**config.mk**
```make
export PLATFORM = sky130hd
export DESIGN_NAME = datapath_ctrl_fsm
export DESIGN_NICKNAME = d
export VERILOG_FILES = /design/src/rtl/datapath_ctrl_fsm_pkg.sv /design/src/rtl/datapath_ctrl_fsm_instr_decode.sv /design/src/rtl/datapath_ctrl_fsm.sv
export SDC_FILE = /design/constraint.sdc
export NUM_CORES = 1
export LEC_CHECK = 0
export CAP_MARGIN = 10
export CORE_ASPECT_RATIO = 0.7
export CORE_MARGIN = 2
export CORE_UTILIZATION = 43
export CTS_CLUSTER_DIAMETER = 80
export DETAILED_ROUTE_END_ITERATION = 8
export PLACE_DENSITY = 0.9
export SLEW_MARGIN = 40
export SYNTH_ARGS = -nofsm -noshare
export SYNTH_HDL_FRONTEND = slang
export SYNTH_SLANG_ARGS = --single-unit
```
**constraint.sdc**
```tcl
create_clock -name clk -period 4.3 [get_ports clk]
set_input_delay 0.86 -clock clk [delete_from_list [all_inputs] [get_ports clk]]
set_output_delay 0.86 -clock clk [all_outputs]
set_load 0.005 [all_outputs]
```
**src/rtl/datapath_ctrl_fsm_pkg.sv**
```systemverilog
// Shared definitions for the datapath sequencer: state encoding, instruction
// opcode/op constants, instruction classes, ALU and shifter control codes.
package datapath_ctrl_fsm_pkg;

    // Controller states (3-bit encoding).
    typedef enum logic [2:0] {
        S_WAIT   = 3'd0,
        S_DECODE = 3'd1,
        S_GET_A  = 3'd2,
        S_GET_B  = 3'd3,
        S_ALU    = 3'd4,
        S_CMP    = 3'd5,
        S_WR_REG = 3'd6,
        S_WR_IMM = 3'd7
    } state_e;

    // Instruction opcodes (instr[15:13]).
    localparam logic [2:0] OPC_MOV = 3'b110;
    localparam logic [2:0] OPC_ALU = 3'b101;

    // op field (instr[12:11]) values.
    localparam logic [1:0] OP_MOV_REG = 2'b00;
    localparam logic [1:0] OP_MOV_IMM = 2'b10;
    localparam logic [1:0] OP_ADD     = 2'b00;
    localparam logic [1:0] OP_CMP     = 2'b01;
    localparam logic [1:0] OP_AND     = 2'b10;
    localparam logic [1:0] OP_MVN     = 2'b11;

    // ALU control codes.
    localparam logic [1:0] ALU_ADD  = 2'b00;
    localparam logic [1:0] ALU_SUB  = 2'b01;
    localparam logic [1:0] ALU_AND  = 2'b10;
    localparam logic [1:0] ALU_NOTB = 2'b11;

    // Shifter control codes.
    localparam logic [1:0] SH_NONE = 2'b00;
    localparam logic [1:0] SH_LSL1 = 2'b01;
    localparam logic [1:0] SH_LSR1 = 2'b10;
    localparam logic [1:0] SH_ASR1 = 2'b11;

    // Instruction classes; each selects a distinct path through the FSM.
    typedef enum logic [2:0] {
        K_ILLEGAL = 3'd0,
        K_MOV_IMM = 3'd1,
        K_MOV_REG = 3'd2,
        K_ALU_AB  = 3'd3,   // ADD / AND: both operands read, result written
        K_CMP     = 3'd4,
        K_MVN     = 3'd5
    } kind_e;

endpackage

```
**src/rtl/datapath_ctrl_fsm_instr_decode.sv**
```systemverilog
// instr_decode: combinational split of the latched instruction into fields,
// sign extension of imm8, and classification (including legality).
// Ports:
//   ir_i      in   16   latched instruction
//   op_o      out  2    op field [12:11]
//   rn_o      out  3    Rn [10:8]
//   rd_o      out  3    Rd [7:5]
//   sh_o      out  2    shift [4:3]
//   rm_o      out  3    Rm [2:0]
//   imm_sx_o  out  DW   imm8 sign-extended to DW
//   kind_o    out  3    instruction class (K_ILLEGAL when unsupported)
module instr_decode
    import datapath_ctrl_fsm_pkg::*;
#(
    parameter int DW = 16
) (
    input  logic [15:0]   ir_i,
    output logic [1:0]    op_o,
    output logic [2:0]    rn_o,
    output logic [2:0]    rd_o,
    output logic [1:0]    sh_o,
    output logic [2:0]    rm_o,
    output logic [DW-1:0] imm_sx_o,
    output kind_e         kind_o
);

    logic [2:0] opcode;

    assign opcode   = ir_i[15:13];
    assign op_o     = ir_i[12:11];
    assign rn_o     = ir_i[10:8];
    assign rd_o     = ir_i[7:5];
    assign sh_o     = ir_i[4:3];
    assign rm_o     = ir_i[2:0];
    assign imm_sx_o = {{(DW-8){ir_i[7]}}, ir_i[7:0]};

    always_comb begin
        kind_o = K_ILLEGAL;
        case (opcode)
            OPC_MOV: begin
                if (op_o == OP_MOV_IMM)      kind_o = K_MOV_IMM;
                else if (op_o == OP_MOV_REG) kind_o = K_MOV_REG;
            end
            OPC_ALU: begin
                case (op_o)
                    OP_ADD, OP_AND: kind_o = K_ALU_AB;
                    OP_CMP:         kind_o = K_CMP;
                    OP_MVN:         kind_o = K_MVN;
                    default:        kind_o = K_ILLEGAL;
                endcase
            end
            default: kind_o = K_ILLEGAL;
        endcase
    end

endmodule

```
**src/rtl/datapath_ctrl_fsm.sv**
```systemverilog
// datapath_ctrl_fsm: sequencer for the register-file/shifter/ALU datapath.
// Accepts one instruction per s/w handshake and drives the datapath control
// inputs one micro-step per clock (Moore outputs from state + IR).
// Ports:
//   clk, reset            clock; asynchronous active-high reset (forces WAIT)
//   s, instr              start strobe (sampled in WAIT only) and instruction
//   w, illegal            ready (WAIT) and 1-cycle unsupported-instruction pulse
//   vsel, writenum, write register-file write mux/address/enable
//   readnum               register-file read address
//   loada, loadb          A / B pipeline register loads
//   shift, asel, bsel     shifter op and ALU operand selects
//   ALUop, loadc, loads   ALU op, C and status register loads
//   datapath_in           sign-extended imm8 of the latched instruction
module datapath_ctrl_fsm
    import datapath_ctrl_fsm_pkg::*;
#(
    parameter int DW = 16,
    parameter int RW = 3
) (
    input  logic          clk,
    input  logic          reset,
    input  logic          s,
    input  logic [15:0]   instr,
    output logic          w,
    output logic          illegal,
    output logic          vsel,
    output logic [RW-1:0] writenum,
    output logic          write,
    output logic [RW-1:0] readnum,
    output logic          loada,
    output logic          loadb,
    output logic [1:0]    shift,
    output logic          asel,
    output logic          bsel,
    output logic [1:0]    ALUop,
    output logic          loadc,
    output logic          loads,
    output logic [DW-1:0] datapath_in
);

    state_e      state_q, state_d;
    logic [15:0] ir_q, ir_d;

    logic [1:0]  op;
    logic [2:0]  rn, rd, rm;
    logic [1:0]  sh;
    kind_e       kind;

    instr_decode #(.DW(DW)) u_instr_decode (
        .ir_i     (ir_q),
        .op_o     (op),
        .rn_o     (rn),
        .rd_o     (rd),
        .sh_o     (sh),
        .rm_o     (rm),
        .imm_sx_o (datapath_in),
        .kind_o   (kind)
    );

    always_ff @(posedge clk or posedge reset) begin
        if (reset) begin
            // NOTE: IR is a single register, so it is cleared on reset too;
            // datapath_in then reads 0 instead of a stale immediate.
            state_q <= S_WAIT;
            ir_q    <= '0;
        end else begin
            // NOTE: non-blocking so state and IR both update from pre-edge values.
            state_q <= state_d;
            ir_q    <= ir_d;
        end
    end

    always_comb begin
        // NOTE: every output gets a default before the case so no path can
        // leave one unassigned and infer a latch.
        state_d  = state_q;
        ir_d     = ir_q;
        w        = 1'b0;
        illegal  = 1'b0;
        vsel     = 1'b0;
        writenum = '0;
        write    = 1'b0;
        readnum  = '0;
        loada    = 1'b0;
        loadb    = 1'b0;
        shift    = SH_NONE;
        asel     = 1'b0;
        bsel     = 1'b0;
        ALUop    = ALU_ADD;
        loadc    = 1'b0;
        loads    = 1'b0;

        case (state_q)
            S_WAIT: begin
                w = 1'b1;
                if (s) begin
                    ir_d    = instr;
                    state_d = S_DECODE;
                end
            end
            S_DECODE: begin
                case (kind)
                    K_MOV_IMM:        state_d = S_WR_IMM;
                    K_MOV_REG, K_MVN: state_d = S_GET_B;
                    K_ALU_AB, K_CMP:  state_d = S_GET_A;
                    default: begin
                        illegal = 1'b1;
                        state_d = S_WAIT;
                    end
                endcase
            end
            S_GET_A: begin
                readnum = RW'(rn);
                loada   = 1'b1;
                state_d = S_GET_B;
            end
            S_GET_B: begin
                readnum = RW'(rm);
                loadb   = 1'b1;
                state_d = (kind == K_CMP) ? S_CMP : S_ALU;
            end
            S_ALU: begin
                shift = sh;
                loadc = 1'b1;
                if (kind == K_MOV_REG) begin
                    // MOV reg passes the shifted B through as 0 + B.
                    ALUop = ALU_ADD;
                    asel  = 1'b1;
                end else begin
                    // ADD/AND/MVN op codes coincide with their ALU codes.
                    ALUop = op;
                end
                state_d = S_WR_REG;
            end
            S_CMP: begin
                shift   = sh;
                ALUop   = ALU_SUB;
                loads   = 1'b1;
                state_d = S_WAIT;
            end
            S_WR_REG: begin
                vsel     = 1'b0;
                writenum = RW'(rd);
                write    = 1'b1;
                state_d  = S_WAIT;
            end
            S_WR_IMM: begin
                vsel     = 1'b1;
                writenum = RW'(rn);
                write    = 1'b1;
                state_d  = S_WAIT;
            end
            default: state_d = S_WAIT;
        endcase
    end

endmodule
```
After elaboration in Yosys (flattened, before gate mapping). Index checks and enable logic that the tools add are counted.

Output and inout bits: 36. Register bits: 19. Bits of input ports: 19.

Muxes and demuxes: 24. Reduce and logical (&&, ||, !) cells: 10. Eq/ne operators: 18.

Operators with widths (count): 3-bit equality test (second input constant) (8); 3-bit one-hot mux with 2 select lines (3); 3-bit one-hot mux with 3 select lines (2); 3-bit one-hot mux with 6 select lines (1); 3-bit by 2-bit equality test with 1-bit output (second input constant) (4); 1-bit 2-to-1 mux (12); 2-bit OR reduction (5); 3-bit by 1-bit equality test with 1-bit output (second input constant) (2); 2-bit 2-to-1 mux (3); 3-bit 2-to-1 mux (2); 5-bit OR reduction (1); 2-bit equality test (second input constant) (2); 2-bit one-hot mux with 2 select lines (1); 3-bit logical NOT (1); 3-bit OR reduction (1); 2-bit by 1-bit equality test with 1-bit output (second input constant) (1); 2-bit logical NOT (1); 2-bit inequality test (second input constant) (1); 2-bit AND reduction (1).

Depth between registers and ports, before layout. Gate-level depths: netlist of the first run.

Depth after elaboration: 8. Gate-level depth with buffers: 5. Mapped depth without buffers: 3.

By module. A second synthesis of the first run with hierarchy kept.

Cell total of the unflattened synthesis: 124. Area, all modules: 1315.0 sq um.

Modules (own cells, without submodules): datapath_ctrl_fsm (area an instance 1028.5 sq um, instances 1, cells each 85); instr_decode (area an instance 286.5 sq um, instances 1, cells each 39).

Worst setup path before layout of the first run. OpenSTA, ideal clock, no wires.

Path type: register to output. Start: reg state_q[1]. End: out asel. Cell stages (with the launch flop): 4. Data arrival time: 1.192 ns. Data required time: 3.440 ns. Path slack: 2.248 ns. Cell sequence: dfrtp_1 -> clkbuf_1 -> nor3b_1 -> and3_1.

Longest elaborated chain between the ends: 2.

RTL lines: from (decl) (line datapath_ctrl_fsm.sv:41) `state_e state_q, state_d;`; from (signal assigned) (line datapath_ctrl_fsm.sv:68) `state_q <= state_d;`; 3-bit equality test (line datapath_ctrl_fsm.sv:93) `case (state_q)`; 1-bit 2-to-1 mux (line datapath_ctrl_fsm.sv:93); to (decl) (line datapath_ctrl_fsm.sv:33) `output logic asel,`.

No other way between the ends.

Final worst setup path of the first run.
Start: reg state_q[0]. End: out asel.

Same word-level chain as after synthesis.

==> results of run 1 <==
worst reg2reg max path: stages (launching register included):
cell,delay [ns]
dfrtp_1,0.54
nor3_2,0.26
and2_4,0.35
mux2_2,0.39
routing by layer:
layer	track usage, %	share of wire [%]	vias up
met5	0	0	-
li1	-	-	400
met1	24.7	44	429
met4	5.00	1.1	0
met3	4.32	5.3	4
met2	29.5	49	31
placed cells by master, fill, tap and decap left out, drive strengths merged:
cell type | synthesis | routed
a22o | 3 | 3
a31oi | 1 | 1
and2 | 5 | 5
and3 | 2 | 2
and3b | 1 | 1
clkbuf | 2 | 4
clkdlybuf4s50 | 0 | 53
clkinv | 0 | 1
conb | 1 | 1
dfrtp | 19 | 19
inv | 2 | 1
mux2 | 16 | 16
mux2i | 3 | 3
nand2 | 1 | 1
nand2b | 1 | 1
nand3 | 1 | 1
nand4 | 1 | 1
nor2 | 6 | 6
nor2b | 3 | 3
nor3 | 1 | 1
nor3b | 4 | 4
o211ai | 1 | 1
o21a | 1 | 1
o21ai | 3 | 3
o31ai | 1 | 1
or3b | 1 | 1
logic make-up (layout without fill, tap and decap cells):
family,Yosys count,in the layout,synth area share [%]
flops,19,19,41.4
buf+inv,24,59,15.6
mux,19,19,21.6
compound gates,10,10,6.11
other cells,1,1,0.327
simple gates,27,27,14.9
power by group:
group          internal [W]  total (W)  switching (W)
clock network     0.0000659   0.000123      0.0000568
logic              0.000400   0.000588       0.000187
registers          0.000270   0.000388       0.000119
total              0.000736    0.00110       0.000363
Yosys cell counts:
cell and number:
and3_1 2, or3b_1 1, a31oi_1 1, nand4_1 1, conb_1 1, dfrtp_1 19, mux2i_1 3, a22o_1 3
nor2b_1 3, buf_12 1, buf_2 1, nor3b_1 3, nor3b_2 1, and3b_1 1, o21a_1 1, nand2_1 1
buf_6 1, mux2_4 10, o211ai_1 1, clkbuf_1 2, o31ai_1 1, nand3_1 1, nor2_1 6, mux2_2 6
nand2b_1 1, nor3_2 1, and2_4 1, buf_4 17, o21ai_0 3, and2_1 4, inv_1 2
state kept, by name, indices dropped and copies added (netlist names):
name,flops
state_q,3
ir_q,16
per-stage QoR:
| step | power [W] | hold slack (ns) | worst slack (ns) | instances |
|---|---|---|---|---|
| 2_1_floorplan | 0.000781 | 0.496 | 2.25 | 100 |
| 6_report | 0.00110 | 0.531 | 1.34 | 169 |
| 4_1_cts | 0.00111 | 0.532 | 1.39 | 169 |
| 5_1_grt | 0.00118 | 0.554 | 1.31 | 169 |
| 3_5_place_dp | 0.000981 | 0.512 | 1.68 | 165 |
| 3_3_place_gp | 0.000952 | 0.513 | 1.79 | 165 |
final timing paths:
kind / from / slack [ns] / cells after the start / endpoint
setup / recovery: state_q[0] / 1.34 / 3 / asel
hold / removal: ir_q[13] / 0.53 / 1 / ir_q[13]
setup reg to reg: state_q[0] / 2.64 / 3 / ir_q[14]
hold reg to reg: ir_q[13] / 0.53 / 1 / ir_q[13]
max in group asynchronous: reset / 3.02 / 2 / ir_q[2]
min in group asynchronous: reset / 0.93 / 2 / ir_q[7]
area by class of cell:
class | instances | area, µm² | area share, %
Clock buffer | 4 | 45.0 | 2.83
Inverter | 2 | 7.51 | 0.471
Multi-Input combinational cell | 57 | 493 | 30.9
Sequential cell | 19 | 475 | 29.8
Tap cell | 34 | 42.5 | 2.67
Timing Repair Buffer | 53 | 531 | 33.3
==> results.py, run 1 <==
metrics = {
    "logic_synthesis": {
        "avgSynthCellArea_um2": 11.5,
        "syn_nets": 119,
        "yosysWarnings": 0,
        "ys_types": 31,
        "seq_area_frac_synth_pct": 41.4,
        "netlist_instances": 100,
        "synth.top_cells.by_area": "dfrtp_1 41%, mux2_4 13%, buf_4 11%, mux2_2 5.9%, mux2i_1 2.6%",
        "yosysTopAreaCell": "dfrtp_1",
        "synth_area_um2": 1150,
        "synth_top_cell_area_share_pct": 41.4,
        "ys_seq_elements": 19,
    },
    "global_route": {
        "grt_pass1_vias": 788,
        "overflow": 0,
        "grt_max_degree": 20,
        "grtUsageTotal_pct": 18.1,
        "antenna_found_initial": 0,
        "grt_pass1_wl_um": 4080,
    },
    "cts": {
        "postCtsSetupRepairBufs": 0,
        "htreeDepth": 1,
        "hold_buffers": 0,
        "cts_buffers": 3,
        "clockBufferDepth": 2,
        "cts_root_buf": "clkbuf_8",
        "clock_latency_ns": 0.26,
        "clock_sinks": 19,
        "cts_tree": "yes",
        "cts.repair.resized": 0,
        "path_clk_slew_ns": 0.07,
    },
    "route": {
        "drc_errors": 0,
        "avgRoutedWirePerCell_um": 16.0,
        "drt_iter0_markers": 31,
        "totalWireLength_um": 2700,
        "vias_per_cell": 5.11,
        "route.vias.total": 864,
        "ant_nets": 0,
        "detail_route.first_pass.iterations": 4,
    },
    "timing": {
        "rsz0062_at_grt": "false",
        "finClkSkew_ns": 0.00669,
        "min_period_over_period_pct": 68.7,
        "slew_headroom_pct": 53.3,
        "report.final.slew_viol_count": 0,
        "fmax_ghz": 0.338,
        "post-route-min-period_ns": 2.96,
        "hold_viol_final": 0,
        "setup_viol": 0,
        "tns_ns": 0,
        "worst_pin_slew_ns": 0.696,
    },
    "layout": {
        "antennaDiodeCount": 0,
        "nets": 155,
        "fin_area_um2": 1590,
        "drive_gt1_share_pct": 16.3,
        "fin_util_pct": 63.9,
        "nFillCells": 186,
        "area_delta_synth_final_pct": 38.9,
    },
    "worst_setup_path": {
        "slowest_stage": "nor3b_1",
        "startpoint_type": "flop",
        "critPathTopFamily": "simple AND/OR/NAND/NOR gates",
        "arrival_ns": 2.10,
        "crit_type": "reg2out",
        "critPathMaxStageDelay_ns": 0.55,
        "cp-end-kind": "output port",
        "worst-path-buf-inv": 1,
        "crit_required_ns": 3.44,
        "path_cells": "nor3b_1 > and3_1 > clkdlybuf4s50_1",
        "cp_max_fo": 12,
    },
    "power": {
        "peakVddDrop_mv": 0.277,
        "p_leak_nw": 0.660,
        "p_per_area_nw_per_um2": 689,
    },
    "die": {
        "die_y_um": 47.2,
        "fp-row-count": 15,
        "boundaryPins": 55,
        "die_w_um": 65.7,
        "start_util_pct": 46.0,
        "core_area_um2": 2500,
        "die_area_um2": 3100,
    },
    "placed_design": {
        "place_area_um2": 1550,
        "hpwlAfterDp_um": 2120,
        "portBuffers": 53,
        "finalWeightedCongestion": 0.832,
    },
    "hold_path": {
        "hold_path_class": "reg2reg",
    },
    "status": {
        "status": "completed",
    },
    "job": {
        "drv_cap": 0,
    },
}
Power figures use the tool's default switching activity.
==> run 2: changes to the inputs <==
--- a/config.mk
+++ b/config.mk
@@ -8,10 +8,10 @@
 export CAP_MARGIN = 10
 export CORE_ASPECT_RATIO = 0.7
 export CORE_MARGIN = 2
-export CORE_UTILIZATION = 43
+export CORE_UTILIZATION = 40
 export CTS_CLUSTER_DIAMETER = 80
 export DETAILED_ROUTE_END_ITERATION = 8
-export PLACE_DENSITY = 0.9
+export PLACE_DENSITY = 0.85
 export SLEW_MARGIN = 40
 export SYNTH_ARGS = -nofsm -noshare
 export SYNTH_HDL_FRONTEND = slang
==> constraint.sdc (replaced) <==
create_clock -name clk -period 2.9 [get_ports clk]
set_input_delay 0.58 -clock clk [delete_from_list [all_inputs] [get_ports clk]]
set_output_delay 0.58 -clock clk [all_outputs]
set_load 0.005 [all_outputs]
==> results.py, run 2 (synthesis gave the netlist of run 1 again) <==
metrics = {
    "layout": {
        "antennaDiodeCount": 0,
        "drive_gt1_share_pct": 16.3,
        "area_delta_synth_final_pct": 39.1,
        "nFillCells": 236,
        "largest-register": "ir_q",
        "fin_util_pct": 57.8,
        "finalNonFillerCells": 171,
        "largest_reg_flops": 16,
        "top_regs": "ir_q (16), state_q (3)",
        "final_common_cell": "clkdlybuf4s50_1",
        "nets": 155,
        "most-common-layout-cells": "53 x clkdlybuf4s50_1, 19 x dfrtp_1, 10 x mux2_4, 6 x nor2_1, 6 x mux2_2",
    },
    "route": {
        "avgRoutedWirePerCell_um": 14.1,
        "vias_per_cell": 4.77,
        "detail_route.first_pass.iterations": 4,
        "ant_nets": 0,
        "route.vias.total": 815,
        "totalWireLength_um": 2410,
        "drc_errors": 0,
        "drt_iter0_markers": 45,
    },
    "timing": {
        "slew_headroom_pct": 53.3,
        "fin_hold_ws_ns": 0.538,
        "fmax_ghz": 0.375,
        "worst_pin_slew_ns": 0.700,
        "finClkSkew_ns": 0.00512,
        "setup_viol": 0,
        "post-route-min-period_ns": 2.67,
        "tns_ns": 0,
        "report.final.slew_viol_count": 0,
        "worst_slack_ns": 0.235,
        "hold_viol_final": 0,
        "rsz0062_at_grt": "false",
        "min_period_over_period_pct": 91.9,
    },
    "die": {
        "fp-row-count": 16,
        "core_area_um2": 2760,
        "start_util_pct": 41.5,
        "die_y_um": 48.8,
        "boundaryPins": 55,
        "die_area_um2": 3320,
        "die_w_um": 68.0,
    },
    "global_route": {
        "overflow": 0,
        "grt_pass1_wl_um": 3840,
        "antenna_found_initial": 0,
        "grt_pass1_vias": 783,
        "grtUsageTotal_pct": 15.2,
        "grt_max_degree": 20,
    },
    "worst_setup_path": {
        "reg2reg_depth": 3,
        "startpoint_type": "flop",
        "reg2reg_to": "ir_q[0]",
        "cp_max_fo": 12,
        "rrSetupSlack_ns": 1.29,
        "crit_required_ns": 2.32,
        "arrival_ns": 2.09,
        "cp-end-kind": "output port",
        "crit_type": "reg2out",
        "r2r-start": "state_q[0]",
    },
    "cts": {
        "clock_latency_ns": 0.25,
        "clockBufferDepth": 2,
        "cts_buffers": 3,
        "htreeDepth": 1,
        "cts_tree": "yes",
        "cts.repair.resized": 0,
        "clock_sinks": 19,
        "postCtsSetupRepairBufs": 0,
        "hold_buffers": 0,
        "cts_root_buf": "clkbuf_8",
        "path_clk_slew_ns": 0.07,
    },
    "placed_design": {
        "portBuffers": 53,
        "finalWeightedCongestion": 0.782,
        "place_inst": 167,
        "hpwlAfterDp_um": 1820,
        "pre_cts_ws_ns": 0.587,
    },
    "hold_path": {
        "worstHoldPathCells": 1,
        "min_to": "ir_q[3]",
        "hold_path_class": "reg2reg",
        "min_from": "ir_q[3]",
    },
    "power": {
        "peakVddDrop_mv": 0.557,
        "p_leak_nw": 0.664,
        "p_per_area_nw_per_um2": 1010,
    },
    "job": {
        "drv_cap": 0,
    },
    "status": {
        "status": "completed",
    },
}
[run 2: cell types whose count changed in the layout (fill, tap and decap cells not counted), sizes merged]
cell	previous run	this run
clkinv	1	0
inv	1	2
[run 2: area by class of cell]
cell class | count | area [µm²] | share of cell area [%]
Timing Repair Buffer | 53 | 531 | 33.2
Multi-Input combinational cell | 57 | 493 | 30.9
Sequential cell | 19 | 475 | 29.8
Clock buffer | 4 | 45.0 | 2.82
Tap cell | 36 | 45.0 | 2.82
Inverter | 2 | 7.51 | 0.470
[run 2: worst max-delay path by stage]
| stage | slack, ns | endpoint | start |
|---|---|---|---|
| 2_1_floorplan | 1.13 | asel | state_q[1] |
| 3_3_place_gp | 0.67 | asel | state_q[0] |
| 3_5_place_dp | 0.59 | asel | state_q[0] |
| 4_1_cts | 0.29 | asel | state_q[0] |
| 5_1_grt | 0.18 | asel | state_q[0] |
| 6_report | 0.23 | asel | state_q[0] |
[run 2: power breakdown]
part / switching [W] / leakage, nW / internal [W]
Sequential: 0.000169 / 0.226 / 0.000400
Clock: 0.0000840 / 0.0228 / 0.0000976
Combinational: 0.000269 / 0.415 / 0.000593
[run 2: per-layer routing]
layer  up-vias  share of wire, %  global-route usage [%]
li1        393                 -                       -
met3         4               5.2                    3.93
met4         0               1.5                    4.67
met5         -                 0                       0
met1       388                44                    20.4
met2        30                50                    24.1
[run 2: worst max-delay path, cell delays in order, from the launching register on]
cell and delay (ns):
dfrtp_1 0.53, nor3b_1 0.55, and3_1 0.25, clkdlybuf4s50_1 0.50
[run 2: through the flow]
step | power (W) | instance area (µm²)
floorplan | 0.00116 | 1150
global placement | 0.00141 | 1550
detailed placement | 0.00143 | 1550
CTS | 0.00162 | 1600
global route | 0.00172 | 1600
finish | 0.00161 | 1600
